[src/rtl/key_event_ctrl_pkg.sv]
// Shared definitions for the keypad event controller: key codes, FSM states, counter sizing.
package key_evt_pkg;

    typedef logic [3:0] key_code_t;

    localparam key_code_t KEY_0    = 4'd0;
    localparam key_code_t KEY_1    = 4'd1;
    localparam key_code_t KEY_2    = 4'd2;
    localparam key_code_t KEY_3    = 4'd3;
    localparam key_code_t KEY_4    = 4'd4;
    localparam key_code_t KEY_5    = 4'd5;
    localparam key_code_t KEY_6    = 4'd6;
    localparam key_code_t KEY_7    = 4'd7;
    localparam key_code_t KEY_8    = 4'd8;
    localparam key_code_t KEY_9    = 4'd9;
    localparam key_code_t KEY_A    = 4'd10;
    localparam key_code_t KEY_B    = 4'd11;
    localparam key_code_t KEY_C    = 4'd12;
    localparam key_code_t KEY_D    = 4'd13;
    localparam key_code_t KEY_HASH = 4'd14;
    localparam key_code_t KEY_STAR = 4'd15;

    typedef enum logic {IDLE, PRESSED} state_t;

    // Bits needed to hold any value 0..maxVal (at least one bit).
    function automatic int cntWidth(input int maxVal);
        return (maxVal < 2) ? 1 : $clog2(maxVal + 1);
    endfunction

endpackage

[src/rtl/key_event_ctrl_if.sv]
// Valid/ready event channel from the key controller to the game FSM.
interface key_event_ctrl_if;
    import key_evt_pkg::*;

    logic      evt_valid;
    key_code_t evt_code;
    logic      evt_ready;

    modport master (output evt_valid, output evt_code, input evt_ready);
    modport slave  (input evt_valid, input evt_code, output evt_ready);

endinterface

[src/rtl/key_event_ctrl_fifo.sv]
// Circular event FIFO with registered head/valid so the consumer sees no combinational paths.
module key_evt_fifo
    import key_evt_pkg::*;
#(
    parameter int DEPTH = 4,
    localparam int CW = cntWidth(DEPTH),
    localparam int AW = $clog2(DEPTH)
) (
    input  logic          clk,
    input  logic          rst,
    input  logic          i_push,
    input  key_code_t     i_data,
    input  logic          i_pop,
    input  logic          i_flush,
    output logic          o_valid,
    output key_code_t     o_data,
    output logic          o_full,
    output logic [CW-1:0] o_count
);

    key_code_t     r_mem [DEPTH];
    logic [AW-1:0] r_rdPtr;
    logic [AW-1:0] r_wrPtr;
    logic [CW-1:0] r_count;
    logic          r_valid;
    key_code_t     r_head;

    logic          w_doPush;
    logic          w_doPop;
    logic [AW-1:0] w_rdNext;
    logic [CW-1:0] w_countNext;

    assign o_full      = (r_count == CW'(DEPTH));
    assign w_doPop     = i_pop && r_valid;
    assign w_doPush    = i_push && (!o_full || w_doPop);
    assign w_rdNext    = r_rdPtr + AW'(w_doPop);
    assign w_countNext = r_count + CW'(w_doPush) - CW'(w_doPop);

    always_ff @(posedge clk) begin
        if (w_doPush && !i_flush) begin
            r_mem[r_wrPtr] <= i_data;
        end
    end

    // The head register is preloaded with the next entry; a word written this
    // cycle into the slot that becomes the head bypasses the memory.
    always_ff @(posedge clk or negedge rst) begin
        if (!rst) begin
            r_rdPtr <= '0;
            r_wrPtr <= '0;
            r_count <= '0;
            r_valid <= 1'b0;
            r_head  <= '0;
        end else if (i_flush) begin
            r_rdPtr <= '0;
            r_wrPtr <= '0;
            r_count <= '0;
            r_valid <= 1'b0;
            r_head  <= '0;
        end else begin
            r_rdPtr <= w_rdNext;
            r_wrPtr <= r_wrPtr + AW'(w_doPush);
            r_count <= w_countNext;
            r_valid <= (w_countNext != '0);
            if (w_countNext == '0) begin
                r_head <= '0;
            end else if (w_doPush && (w_rdNext == r_wrPtr)) begin
                r_head <= i_data;
            end else begin
                r_head <= r_mem[w_rdNext];
            end
        end
    end

    assign o_valid = r_valid;
    assign o_data  = r_head;
    assign o_count = r_count;

endmodule

[src/rtl/key_event_ctrl.sv]
// Keypad scanner strobes -> one queued event per press, release by idle timeout.
// Optional auto-repeat while held is built when KEY_REPEAT_EN is defined.
module key_event_ctrl
    import key_evt_pkg::*;
#(
    parameter int DEPTH          = 4,
    parameter int RELEASE_CYCLES = 250000,
    parameter int REPEAT_DELAY   = 25000000,
    parameter int REPEAT_PERIOD  = 10000000
) (
    input  logic                   clk,
    input  logic                   rst,
    input  logic                   enable,
    input  logic                   key_en,
    input  key_code_t              key_code,
    key_event_ctrl_if.master       evt,
    output logic                   held,
    output key_code_t              held_code,
    output logic                   overflow,
    input  logic                   clr_ovf,
    output logic [$clog2(DEPTH):0] fifo_count
);

    localparam int TW = cntWidth(RELEASE_CYCLES - 1);
    localparam logic [TW-1:0] REL_LAST = TW'(RELEASE_CYCLES - 1);

    if (DEPTH < 2 || (DEPTH & (DEPTH - 1)) != 0 || RELEASE_CYCLES < 1 ||
        REPEAT_DELAY < 1 || REPEAT_PERIOD < 1) begin : g_badParams
        $error("key_event_ctrl: illegal parameter set");
    end

    state_t        r_state;
    logic [TW-1:0] r_timer;
    logic          r_held;
    key_code_t     r_heldCode;
    logic          r_overflow;

    logic          w_newPress;
    logic          w_release;
    logic          w_push;
    key_code_t     w_pushCode;
    logic          w_full;
    logic          w_valid;

    assign w_newPress = enable && key_en && ((r_state == IDLE) || (key_code != r_heldCode));
    assign w_release  = (r_state == PRESSED) && !key_en && (r_timer == REL_LAST);

`ifdef KEY_REPEAT_EN
    localparam int RW = cntWidth((REPEAT_DELAY > REPEAT_PERIOD) ? REPEAT_DELAY : REPEAT_PERIOD);

    logic [RW-1:0] r_holdCnt;
    logic          r_rptPhase;
    logic          w_rptFire;

    // First repeat waits REPEAT_DELAY, later ones REPEAT_PERIOD; the count
    // is the number of cycles since the press or the previous repeat.
    assign w_rptFire  = enable && (r_state == PRESSED) && !w_newPress && !w_release &&
                        (r_holdCnt == (r_rptPhase ? RW'(REPEAT_PERIOD) : RW'(REPEAT_DELAY)));
    assign w_push     = w_newPress || w_rptFire;
    assign w_pushCode = w_newPress ? key_code : r_heldCode;

    always_ff @(posedge clk or negedge rst) begin
        if (!rst) begin
            r_holdCnt  <= '0;
            r_rptPhase <= 1'b0;
        end else if (w_newPress) begin
            r_holdCnt  <= RW'(1);
            r_rptPhase <= 1'b0;
        end else if (!enable || (r_state != PRESSED) || w_release) begin
            r_holdCnt  <= '0;
            r_rptPhase <= 1'b0;
        end else if (w_rptFire) begin
            r_holdCnt  <= RW'(1);
            r_rptPhase <= 1'b1;
        end else begin
            r_holdCnt  <= r_holdCnt + RW'(1);
        end
    end
`else
    assign w_push     = w_newPress;
    assign w_pushCode = key_code;
`endif

    key_evt_fifo #(.DEPTH(DEPTH)) u_fifo (
        .clk     (clk),
        .rst     (rst),
        .i_push  (w_push),
        .i_data  (w_pushCode),
        .i_pop   (evt.evt_ready),
        .i_flush (!enable),
        .o_valid (w_valid),
        .o_data  (evt.evt_code),
        .o_full  (w_full),
        .o_count (fifo_count)
    );

    assign evt.evt_valid = w_valid;

    // Scanner strobes arrive every scan while a key is down; only a code
    // change or a strobe after a release timeout counts as a new press.
    always_ff @(posedge clk or negedge rst) begin
        if (!rst) begin
            r_state    <= IDLE;
            r_timer    <= '0;
            r_held     <= 1'b0;
            r_heldCode <= '0;
        end else if (!enable) begin
            r_state    <= IDLE;
            r_timer    <= '0;
            r_held     <= 1'b0;
        end else begin
            case (r_state)
                IDLE: begin
                    if (key_en) begin
                        r_state    <= PRESSED;
                        r_held     <= 1'b1;
                        r_heldCode <= key_code;
                        r_timer    <= '0;
                    end
                end
                PRESSED: begin
                    if (key_en) begin
                        r_heldCode <= key_code;
                        r_timer    <= '0;
                    end else if (r_timer == REL_LAST) begin
                        r_state    <= IDLE;
                        r_held     <= 1'b0;
                        r_timer    <= '0;
                    end else if (r_timer != '1) begin
                        r_timer    <= r_timer + TW'(1);
                    end
                end
                default: r_state <= IDLE;
            endcase
        end
    end

    always_ff @(posedge clk or negedge rst) begin
        if (!rst) begin
            r_overflow <= 1'b0;
        end else if (w_push && w_full && !(evt.evt_ready && w_valid)) begin
            r_overflow <= 1'b1;
        end else if (clr_ovf) begin
            r_overflow <= 1'b0;
        end
    end

    assign held      = r_held;
    assign held_code = r_heldCode;
    assign overflow  = r_overflow;

endmodule

[src/flat_wrapper.sv]
// flat-port wrapper written by rule: the top's interface ports become plain ports
module key_event_ctrl_flat import key_evt_pkg::*;
#(
    parameter int DEPTH          = 4,
    parameter int RELEASE_CYCLES = 250000,
    parameter int REPEAT_DELAY   = 25000000,
    parameter int REPEAT_PERIOD  = 10000000
)
  (clk, rst, enable, key_en, key_code, held, held_code, overflow, clr_ovf, fifo_count, evt_evt_valid, evt_evt_code, evt_evt_ready);
  key_event_ctrl_if evt_i ();
  input  logic clk;
  input  logic rst;
  input  logic enable;
  input  logic key_en;
  input  key_code_t key_code;
  output logic held;
  output key_code_t held_code;
  output logic overflow;
  input  logic clr_ovf;
  output logic [$clog2(DEPTH):0] fifo_count;
  output wire logic [$bits(evt_i.evt_valid)-1:0] evt_evt_valid;
  output wire logic [$bits(evt_i.evt_code)-1:0] evt_evt_code;
  input wire logic [$bits(evt_i.evt_ready)-1:0] evt_evt_ready;
  assign evt_evt_valid = evt_i.evt_valid;
  assign evt_evt_code = evt_i.evt_code;
  assign evt_i.evt_ready = evt_evt_ready;
  key_event_ctrl #(.DEPTH(DEPTH), .RELEASE_CYCLES(RELEASE_CYCLES), .REPEAT_DELAY(REPEAT_DELAY), .REPEAT_PERIOD(REPEAT_PERIOD)) u_core (.clk(clk), .rst(rst), .enable(enable), .key_en(key_en), .key_code(key_code), .evt(evt_i), .held(held), .held_code(held_code), .overflow(overflow), .clr_ovf(clr_ovf), .fifo_count(fifo_count));
endmodule
[config.mk]
export PLATFORM = sky130hd
export DESIGN_NAME = key_event_ctrl_flat
export DESIGN_NICKNAME = d
export VERILOG_FILES = /design/src/rtl/key_event_ctrl_pkg.sv /design/src/rtl/key_event_ctrl_if.sv /design/src/rtl/key_event_ctrl_fifo.sv /design/src/rtl/key_event_ctrl.sv /design/src/flat_wrapper.sv
export SDC_FILE = /design/constraint.sdc
export NUM_CORES = 1
export LEC_CHECK = 0
export BUFFER_PORTS_ARGS = -buffer_cell sky130_fd_sc_hd__buf_2
export CORE_ASPECT_RATIO = 1.5
export CORE_UTILIZATION = 45
export DETAILED_ROUTE_END_ITERATION = 8
export PLACE_DENSITY = 0.72
export SYNTH_ARGS = -nofsm -noshare
export SYNTH_HDL_FRONTEND = slang
export SYNTH_SLANG_ARGS = --single-unit
[constraint.sdc]
create_clock -name clk -period 4 [get_ports clk]
set_input_delay 0.8 -clock clk [delete_from_list [all_inputs] [get_ports clk]]
set_output_delay 0.8 -clock clk [all_outputs]
set_load 0.01 [all_outputs]
==> flow_results.xml, run 1 <==
<?xml version="1.0" encoding="UTF-8"?>
<metrics>
  <group name="status">
    <metric name="run_status" unit="">finished clean</metric>
  </group>
  <group name="min_path">
    <metric name="min_path_type" unit="">reg2reg</metric>
  </group>
  <group name="sta">
    <metric name="hold_slack" unit="ps">549</metric>
    <metric name="fin_skew" unit="ps">8.53</metric>
    <metric name="timing.final.max_slew_violations" unit="">0</metric>
    <metric name="fmax" unit="MHz">297</metric>
    <metric name="report.final.setup_viol" unit="">0</metric>
    <metric name="setup_tns" unit="ps">0</metric>
    <metric name="rsz0062_at_grt" unit="">no</metric>
    <metric name="finalWorstPathRequiredPeriod" unit="ps">3370</metric>
    <metric name="post-route-worst-setup-slack" unit="ps">630</metric>
    <metric name="finalHoldViolCount" unit="">0</metric>
    <metric name="worst-slew-pin-transition" unit="ps">834</metric>
    <metric name="period_share" unit="%">84.3</metric>
    <metric name="slew-limit-headroom" unit="%">43.9</metric>
  </group>
  <group name="worst_setup_path">
    <metric name="timing.critical_path.slowest_cell_delay" unit="ps">680</metric>
    <metric name="criticalPathCategory" unit="">in2reg</metric>
    <metric name="critical_path_arrival" unit="ps">3600</metric>
    <metric name="worst-path-buf-inv" unit="">4</metric>
    <metric name="crit_slowest_cell" unit="">or4b_2</metric>
    <metric name="endpoint_kind" unit="">flop</metric>
    <metric name="crit_path_cell_trace" unit="">buf_2 -&gt; and2_1 -&gt; or4b_2 -&gt; nand4_1 -&gt; ha_1 -&gt; inv_1 -&gt; ha_1 -&gt; inv_1 -&gt; fa_1 -&gt; xnor2_1 -&gt; xnor2_1 -&gt; o21ai_0 -&gt; buf_4 -&gt; a21oi_1</metric>
    <metric name="worst-path-max-fanout" unit="">5</metric>
    <metric name="cp_top_family" unit="">simple AND/OR/NAND/NOR gates</metric>
    <metric name="cp.required" unit="ps">4230</metric>
    <metric name="startpoint_type" unit="">primary input</metric>
  </group>
  <group name="floorplan">
    <metric name="die_area" unit="um2">6300</metric>
    <metric name="chip_height" unit="um">96.7</metric>
    <metric name="floorplan.rows" unit="">34</metric>
    <metric name="design.portCount" unit="">24</metric>
    <metric name="die-width" unit="um">65.1</metric>
    <metric name="floorplan.core_area" unit="um2">5790</metric>
    <metric name="initial_core_util" unit="%">46.5</metric>
  </group>
  <group name="final_layout">
    <metric name="final_net_count" unit="">281</metric>
    <metric name="layout-drive-gt1-share" unit="%">22.2</metric>
    <metric name="fill_cells" unit="">556</metric>
    <metric name="layout.cells.non_filler" unit="">338</metric>
    <metric name="layout-area-overhead-vs-synth" unit="%">9.91</metric>
    <metric name="number_of_antenna_diodes" unit="">0</metric>
  </group>
  <group name="synthesis">
    <metric name="synth_top_cell_by_area" unit="">dfrtp_1</metric>
    <metric name="ys_dominant_reg_cell" unit="">dfrtp_1</metric>
    <metric name="synth_enable_flop_cells" unit="">16</metric>
    <metric name="most_frequently_used_cell_type_in_the_post_synthesis_netlist" unit="">dfrtp_1</metric>
    <metric name="syn_inst" unit="">241</metric>
    <metric name="synth_area_leaders" unit="">dfrtp_1, edfxtp_1, nand3_1, mux4_2, nand2_1</metric>
    <metric name="synthTopCellsByCount" unit="">dfrtp_1, nand3_1, nand2_1, edfxtp_1</metric>
    <metric name="synthDistinctLibCells" unit="">58</metric>
    <metric name="yosys_warnings" unit="">0</metric>
    <metric name="ys_seq_elements" unit="">53</metric>
    <metric name="proportion_of_register_bits_with_asynchronous_set_or_reset_after_synthesis" unit="%">69.8</metric>
    <metric name="post-synth-top-area-fraction" unit="%">34.4</metric>
    <metric name="postSynthNetCount" unit="">257</metric>
    <metric name="synth_area" unit="um2">2690</metric>
    <metric name="synth.avg_cell_area" unit="um2">11.2</metric>
    <metric name="synth.yosys.seq_area_share" unit="%">52.3</metric>
  </group>
  <group name="grt">
    <metric name="initial_antenna_violation_count" unit="">0</metric>
    <metric name="grt_pass1_wl" unit="mm">9.56</metric>
    <metric name="first_global_vias" unit="">2066</metric>
    <metric name="grt_start_max_net_pins" unit="">38</metric>
    <metric name="grt_overflow_total" unit="">0</metric>
    <metric name="grt_use_total" unit="%">19.7</metric>
  </group>
  <group name="detailed_routing">
    <metric name="firstDrtPassIters" unit="">4</metric>
    <metric name="drt_first_iter_violations" unit="">168</metric>
    <metric name="drc" unit="">0</metric>
    <metric name="vias" unit="">1968</metric>
    <metric name="routed_antenna_nets" unit="">0</metric>
    <metric name="vias_per_instance" unit="">5.82</metric>
    <metric name="route.detailed.wl_per_inst" unit="um">16.5</metric>
    <metric name="finalWirelength" unit="mm">5.57</metric>
  </group>
  <group name="clocking">
    <metric name="clock_buffer_depth" unit="">2</metric>
    <metric name="post_cts_resized" unit="">0</metric>
    <metric name="ctsHtreeMaxLevel" unit="">2</metric>
    <metric name="cts.reportedPaths.clkPinSlew" unit="ps">100</metric>
    <metric name="numClockSinks" unit="">53</metric>
    <metric name="root_buffer" unit="">clkbuf_8</metric>
    <metric name="tritoncts.num_buffers" unit="">5</metric>
    <metric name="worstSkewPairLatency" unit="ps">300</metric>
    <metric name="postCtsSetupRepairBufs" unit="">0</metric>
    <metric name="tritoncts" unit="">done</metric>
    <metric name="post_cts_hold_buffer_count" unit="">0</metric>
  </group>
  <group name="placed_design">
    <metric name="place_inst" unit="">330</metric>
    <metric name="port_buffers" unit="">23</metric>
    <metric name="place_congestion" unit="">0.832</metric>
    <metric name="pre_cts_slack" unit="ps">346</metric>
    <metric name="post_detailed_placement_half_perimeter_wirelength" unit="mm">4.12</metric>
  </group>
  <group name="pwr">
    <metric name="combinationalPowerShare" unit="%">26.7</metric>
    <metric name="p_sw_share" unit="%">30.6</metric>
    <metric name="cellLeakagePower" unit="uW">0.00120</metric>
    <metric name="power_density" unit="nW/um2">441</metric>
    <metric name="peakVddDrop" unit="V">0.000330</metric>
    <metric name="cell_internal_power" unit="uW">903</metric>
    <metric name="total_switching_power" unit="uW">399</metric>
    <metric name="seq_power_share" unit="%">50.2</metric>
    <metric name="pwr-share-clk" unit="%">23.1</metric>
  </group>
  <group name="run">
    <metric name="drv_cap" unit="">0</metric>
  </group>
</metrics>
-- power groups by stage --
stage / Sequential (uW) / Clock [uW] / Combinational, uW
global placement: 664 / 0 / 342
global route: 660 / 337 / 388
detailed placement: 665 / 0 / 351
CTS: 654 / 310 / 352
finish: 654 / 301 / 348
floorplan: 683 / 0 / 202
-- cells by family after synthesis --
group / count (synthesis) / synth area share [%]
adders and majority gates: 6 / 3.07
DFF: 53 / 52.3
and+or+nand+nor: 104 / 22.3
buffers and inverters: 17 / 2.93
xor gates and xnor gates: 11 / 3.58
muxes: 9 / 5.40
AOI/OAI and AO/OA: 41 / 10.5
-- through the flow --
stage | util [%] | cell area (um2) | power, uW
after floorplan | - | 2690 | 885
after global placement | 49.6 | 2870 | 1010
after detailed placement | 49.6 | 2870 | 1020
after CTS | 51.1 | 2960 | 1320
after global routing | 51.1 | 2960 | 1390
final | 51.1 | 2960 | 1300
-- worst min-delay path: stages, from the launching register on --
cell and delay, ps:
dfrtp_1 390, inv_1 50, o32ai_1 70
-- cell type report --
cell class / count / area (um2) / share of cell area, %
flip-flops and latches: 53 / 1410 / 47.6
multi-input cells: 171 / 1200 / 40.8
repair buffers: 26 / 138 / 4.66
well taps: 72 / 90.1 / 3.05
clock buffers: 6 / 72.6 / 2.45
inverters: 8 / 30.0 / 1.02
clock inverters: 2 / 15.0 / 0.508
-- metal layers --
metal  track usage [%]  up-vias  wire length (um)
met3              3.30        7               121
met2              35.7       32              3160
met4              7.36        0                85
met5                 0        -                 0
met1              22.7      974              2200
li1                  -      955                 -
-- final timing paths --
check | to | depth (start not counted) | startpoint | slack [ps]
hold / removal | u_core.overflow | 2 | u_core.overflow | 550
setup reg to reg | u_core.u_fifo.o_data[2] | 13 | u_core.u_fifo.o_valid | 840
min in group asynchronous | u_core.r_timer[6] | 1 | rst | 580
hold reg to reg | u_core.overflow | 2 | u_core.overflow | 550
max in group asynchronous | u_core.held_code[1] | 1 | rst | 2900
setup / recovery | u_core.u_fifo.o_data[2] | 14 | evt_evt_ready | 630
-- cells in the final DEF, fill, tap and decap left out, types with 3 or more instances in the layout --
cell	instances
ha_1	5
and2_1	7
nand4_1	8
nand3_1	24
a21oi_1	9
edfxtp_1	16
and3_1	5
or3_2	3
nor3b_1	3
nor3_1	4
xor2_1	7
buf_2	23
xnor2_1	4
nor2_1	7
a31o_2	3
a31oi_1	4
nand2_1	17
mux2_2	4
mux4_2	4
or3_1	5
dfrtp_1	37
inv_1	7
buf_4	3
nand2b_1	3
o21ai_0	9
clkbuf_8	5
-- flip-flops by register name, summed over array words and instances, names as in the netlist --
signal                 count
u_core.r_state             1
u_core.u_fifo.r_wrPtr      2
u_core.r_timer            18
u_core.held                1
u_core.u_fifo.r_rdPtr      2
u_core.u_fifo.o_valid      1
u_core.u_fifo.o_count      3
u_core.u_fifo.o_data       4
u_core.u_fifo.r_mem       16
u_core.overflow            1
u_core.held_code           4
No activity file was read; power rests on OpenSTA's default activity.
==> inputs of run 2 (changes only) <==
- clock period: 4 -> 3.4 ns (I/O delays scaled with it)
==> flow_results.xml, run 2 (same netlist as run 1, synthesis figures left out) <==
<?xml version="1.0" encoding="UTF-8"?>
<metrics>
  <group name="status">
    <metric name="run_status" unit="">finished clean</metric>
  </group>
  <group name="grt">
    <metric name="top_usage_layer" unit="">met2</metric>
    <metric name="met2_track_usage_gr" unit="%">33.8</metric>
    <metric name="grt_overflow_total" unit="">0</metric>
    <metric name="grt_start_max_net_pins" unit="">38</metric>
    <metric name="initial_antenna_violation_count" unit="">0</metric>
    <metric name="grt_use_total" unit="%">19.4</metric>
    <metric name="grtUsageMet3" unit="%">3.30</metric>
    <metric name="first_global_vias" unit="">1938</metric>
    <metric name="globalRouteMet1Util" unit="%">22.0</metric>
    <metric name="grt_pass1_wl" unit="mm">9.11</metric>
  </group>
  <group name="detailed_routing">
    <metric name="firstDrtPassIters" unit="">4</metric>
    <metric name="drt_first_iter_violations" unit="">155</metric>
    <metric name="drc" unit="">0</metric>
    <metric name="route.detailed.wl_per_inst" unit="um">16.3</metric>
    <metric name="vias" unit="">2029</metric>
    <metric name="finalWirelength" unit="mm">5.56</metric>
    <metric name="vias_per_instance" unit="">5.93</metric>
    <metric name="routed_antenna_nets" unit="">0</metric>
  </group>
  <group name="run">
    <metric name="drv_cap" unit="">0</metric>
  </group>
  <group name="clocking">
    <metric name="post_cts_hold_buffer_count" unit="">0</metric>
    <metric name="worstSkewPairLatency" unit="ps">300</metric>
    <metric name="post_cts_resized" unit="">0</metric>
    <metric name="cts.reportedPaths.clkPinSlew" unit="ps">90</metric>
    <metric name="root_buffer" unit="">clkbuf_8</metric>
    <metric name="numClockSinks" unit="">53</metric>
    <metric name="ctsHtreeMaxLevel" unit="">2</metric>
    <metric name="tritoncts.num_buffers" unit="">5</metric>
    <metric name="clock_buffer_depth" unit="">2</metric>
    <metric name="postCtsSetupRepairBufs" unit="">0</metric>
    <metric name="tritoncts" unit="">done</metric>
  </group>
  <group name="worst_setup_path">
    <metric name="criticalPathCategory" unit="">in2reg</metric>
    <metric name="critical_path_depth" unit="">14</metric>
    <metric name="cp.required" unit="ps">3620</metric>
    <metric name="startpoint_type" unit="">primary input</metric>
    <metric name="worst_r2r_path_depth" unit="">13</metric>
    <metric name="worst-path-max-fanout" unit="">5</metric>
    <metric name="timing.critical_path.slowest_cell_delay" unit="ps">630</metric>
    <metric name="critical_path_arrival" unit="ps">3320</metric>
    <metric name="cp_top_family" unit="">simple AND/OR/NAND/NOR gates</metric>
    <metric name="endpoint_kind" unit="">flop</metric>
    <metric name="crit_path_cell_trace" unit="">buf_2 -&gt; and2_1 -&gt; or4b_2 -&gt; nand4_1 -&gt; ha_1 -&gt; inv_1 -&gt; ha_1 -&gt; inv_1 -&gt; fa_1 -&gt; xnor2_1 -&gt; xnor2_1 -&gt; o21ai_0 -&gt; buf_4 -&gt; a21oi_1</metric>
    <metric name="worst-path-buf-inv" unit="">4</metric>
    <metric name="crit_slowest_cell" unit="">or4b_2</metric>
  </group>
  <group name="sta">
    <metric name="timing.final.max_slew_violations" unit="">0</metric>
    <metric name="slew-limit-headroom" unit="%">42.4</metric>
    <metric name="finalHoldViolCount" unit="">0</metric>
    <metric name="period_share" unit="%">91.2</metric>
    <metric name="setup_tns" unit="ps">0</metric>
    <metric name="fin_skew" unit="ps">6.32</metric>
    <metric name="rsz0062_at_grt" unit="">no</metric>
    <metric name="report.final.setup_viol" unit="">0</metric>
    <metric name="fmax" unit="MHz">322</metric>
    <metric name="finalWorstPathRequiredPeriod" unit="ps">3100</metric>
    <metric name="worst-slew-pin-transition" unit="ps">856</metric>
  </group>
  <group name="placed_design">
    <metric name="place_congestion" unit="">0.861</metric>
    <metric name="post_detailed_placement_half_perimeter_wirelength" unit="mm">4.07</metric>
    <metric name="port_buffers" unit="">23</metric>
  </group>
  <group name="floorplan">
    <metric name="floorplan.rows" unit="">34</metric>
    <metric name="chip_height" unit="um">96.7</metric>
    <metric name="initial_core_util" unit="%">46.5</metric>
    <metric name="design.portCount" unit="">24</metric>
    <metric name="die_area" unit="um2">6300</metric>
    <metric name="floorplan.core_area" unit="um2">5790</metric>
    <metric name="die-width" unit="um">65.1</metric>
  </group>
  <group name="final_layout">
    <metric name="number_of_flip_flops_in_the_largest_register" unit="">18</metric>
    <metric name="fill_cells" unit="">550</metric>
    <metric name="largestRegisters" unit="">u_core.r_timer x18, u_core.u_fifo.r_mem x16</metric>
    <metric name="most-common-layout-cells" unit="">dfrtp_1, nand3_1, buf_2, nand2_1, edfxtp_1</metric>
    <metric name="layout-drive-gt1-share" unit="%">23.0</metric>
    <metric name="mostFrequentLayoutCell" unit="">dfrtp_1</metric>
    <metric name="layout-area-overhead-vs-synth" unit="%">11.7</metric>
    <metric name="multi_input_comb_area" unit="um2">1200</metric>
    <metric name="number_of_antenna_diodes" unit="">0</metric>
    <metric name="ff_latch_area" unit="um2">1410</metric>
    <metric name="final_net_count" unit="">285</metric>
    <metric name="regMostFlops" unit="">u_core.r_timer</metric>
  </group>
  <group name="pwr">
    <metric name="finalPower" unit="uW">1600</metric>
    <metric name="peakVddDrop" unit="V">0.000353</metric>
    <metric name="cellLeakagePower" unit="uW">0.00123</metric>
    <metric name="power_density" unit="nW/um2">532</metric>
  </group>
  <group name="min_path">
    <metric name="min_path_type" unit="">in2async</metric>
  </group>
</metrics>
-- run 2: changes by cell type in the layout (fill, tap and decap cells not counted), sizes merged --
cell and delta:
clkinvlp -2, buf +4, clkinv +1, bufinv +1
-- run 2: worst paths after layout --
kind                                        from                       to  slack, ps
min in group clk                 u_core.overflow          u_core.overflow        540
max reg2reg                u_core.u_fifo.o_valid  u_core.u_fifo.o_data[2]        390
max                                evt_evt_ready  u_core.u_fifo.o_data[2]        300
max in group asynchronous                    rst       u_core.r_timer[12]       2400
min reg2reg                      u_core.overflow          u_core.overflow        540
min                                          rst        u_core.r_timer[9]        460
-- run 2: cell type report --
| type | count | share of cell area (%) |
|---|---|---|
| sequential | 53 | 46.8 |
| multi-input combinational | 171 | 40.1 |
| timing repair buffer | 30 | 5.58 |
| tap | 72 | 3.00 |
| clock buffer | 6 | 2.41 |
| clock inverter | 2 | 1.12 |
| inverter | 8 | 0.999 |
-- run 2: layer usage --
layer / wire [um] / vias to the layer above / share of wire, %
li1: - / 961 / -
met1: 2150 / 985 / 39
met2: 3010 / 66 / 54
met3: 212 / 17 / 3.8
met4: 188 / 0 / 3.4
met5: 0 / - / 0
-- run 2: per-stage QoR --
step                      area, um2  util [%]  hold slack (ps)  worst slack (ps)  instances
after global placement         2900      50.1              515               109        334
final                          3010      51.9              465               298        342
after global routing           3010      51.9              533               163        342
after detailed placement       2900      50.1              521              2.76        334
after floorplan                2690         -              384              70.6        241
after CTS                      3010      51.9              495               293        342
-- run 2: power by group --
part	internal [uW]	switching, uW	total (uW)
combinational	198	220	418
clock	218	192	409
sequential	727	43.8	771
total	1140	456	1600
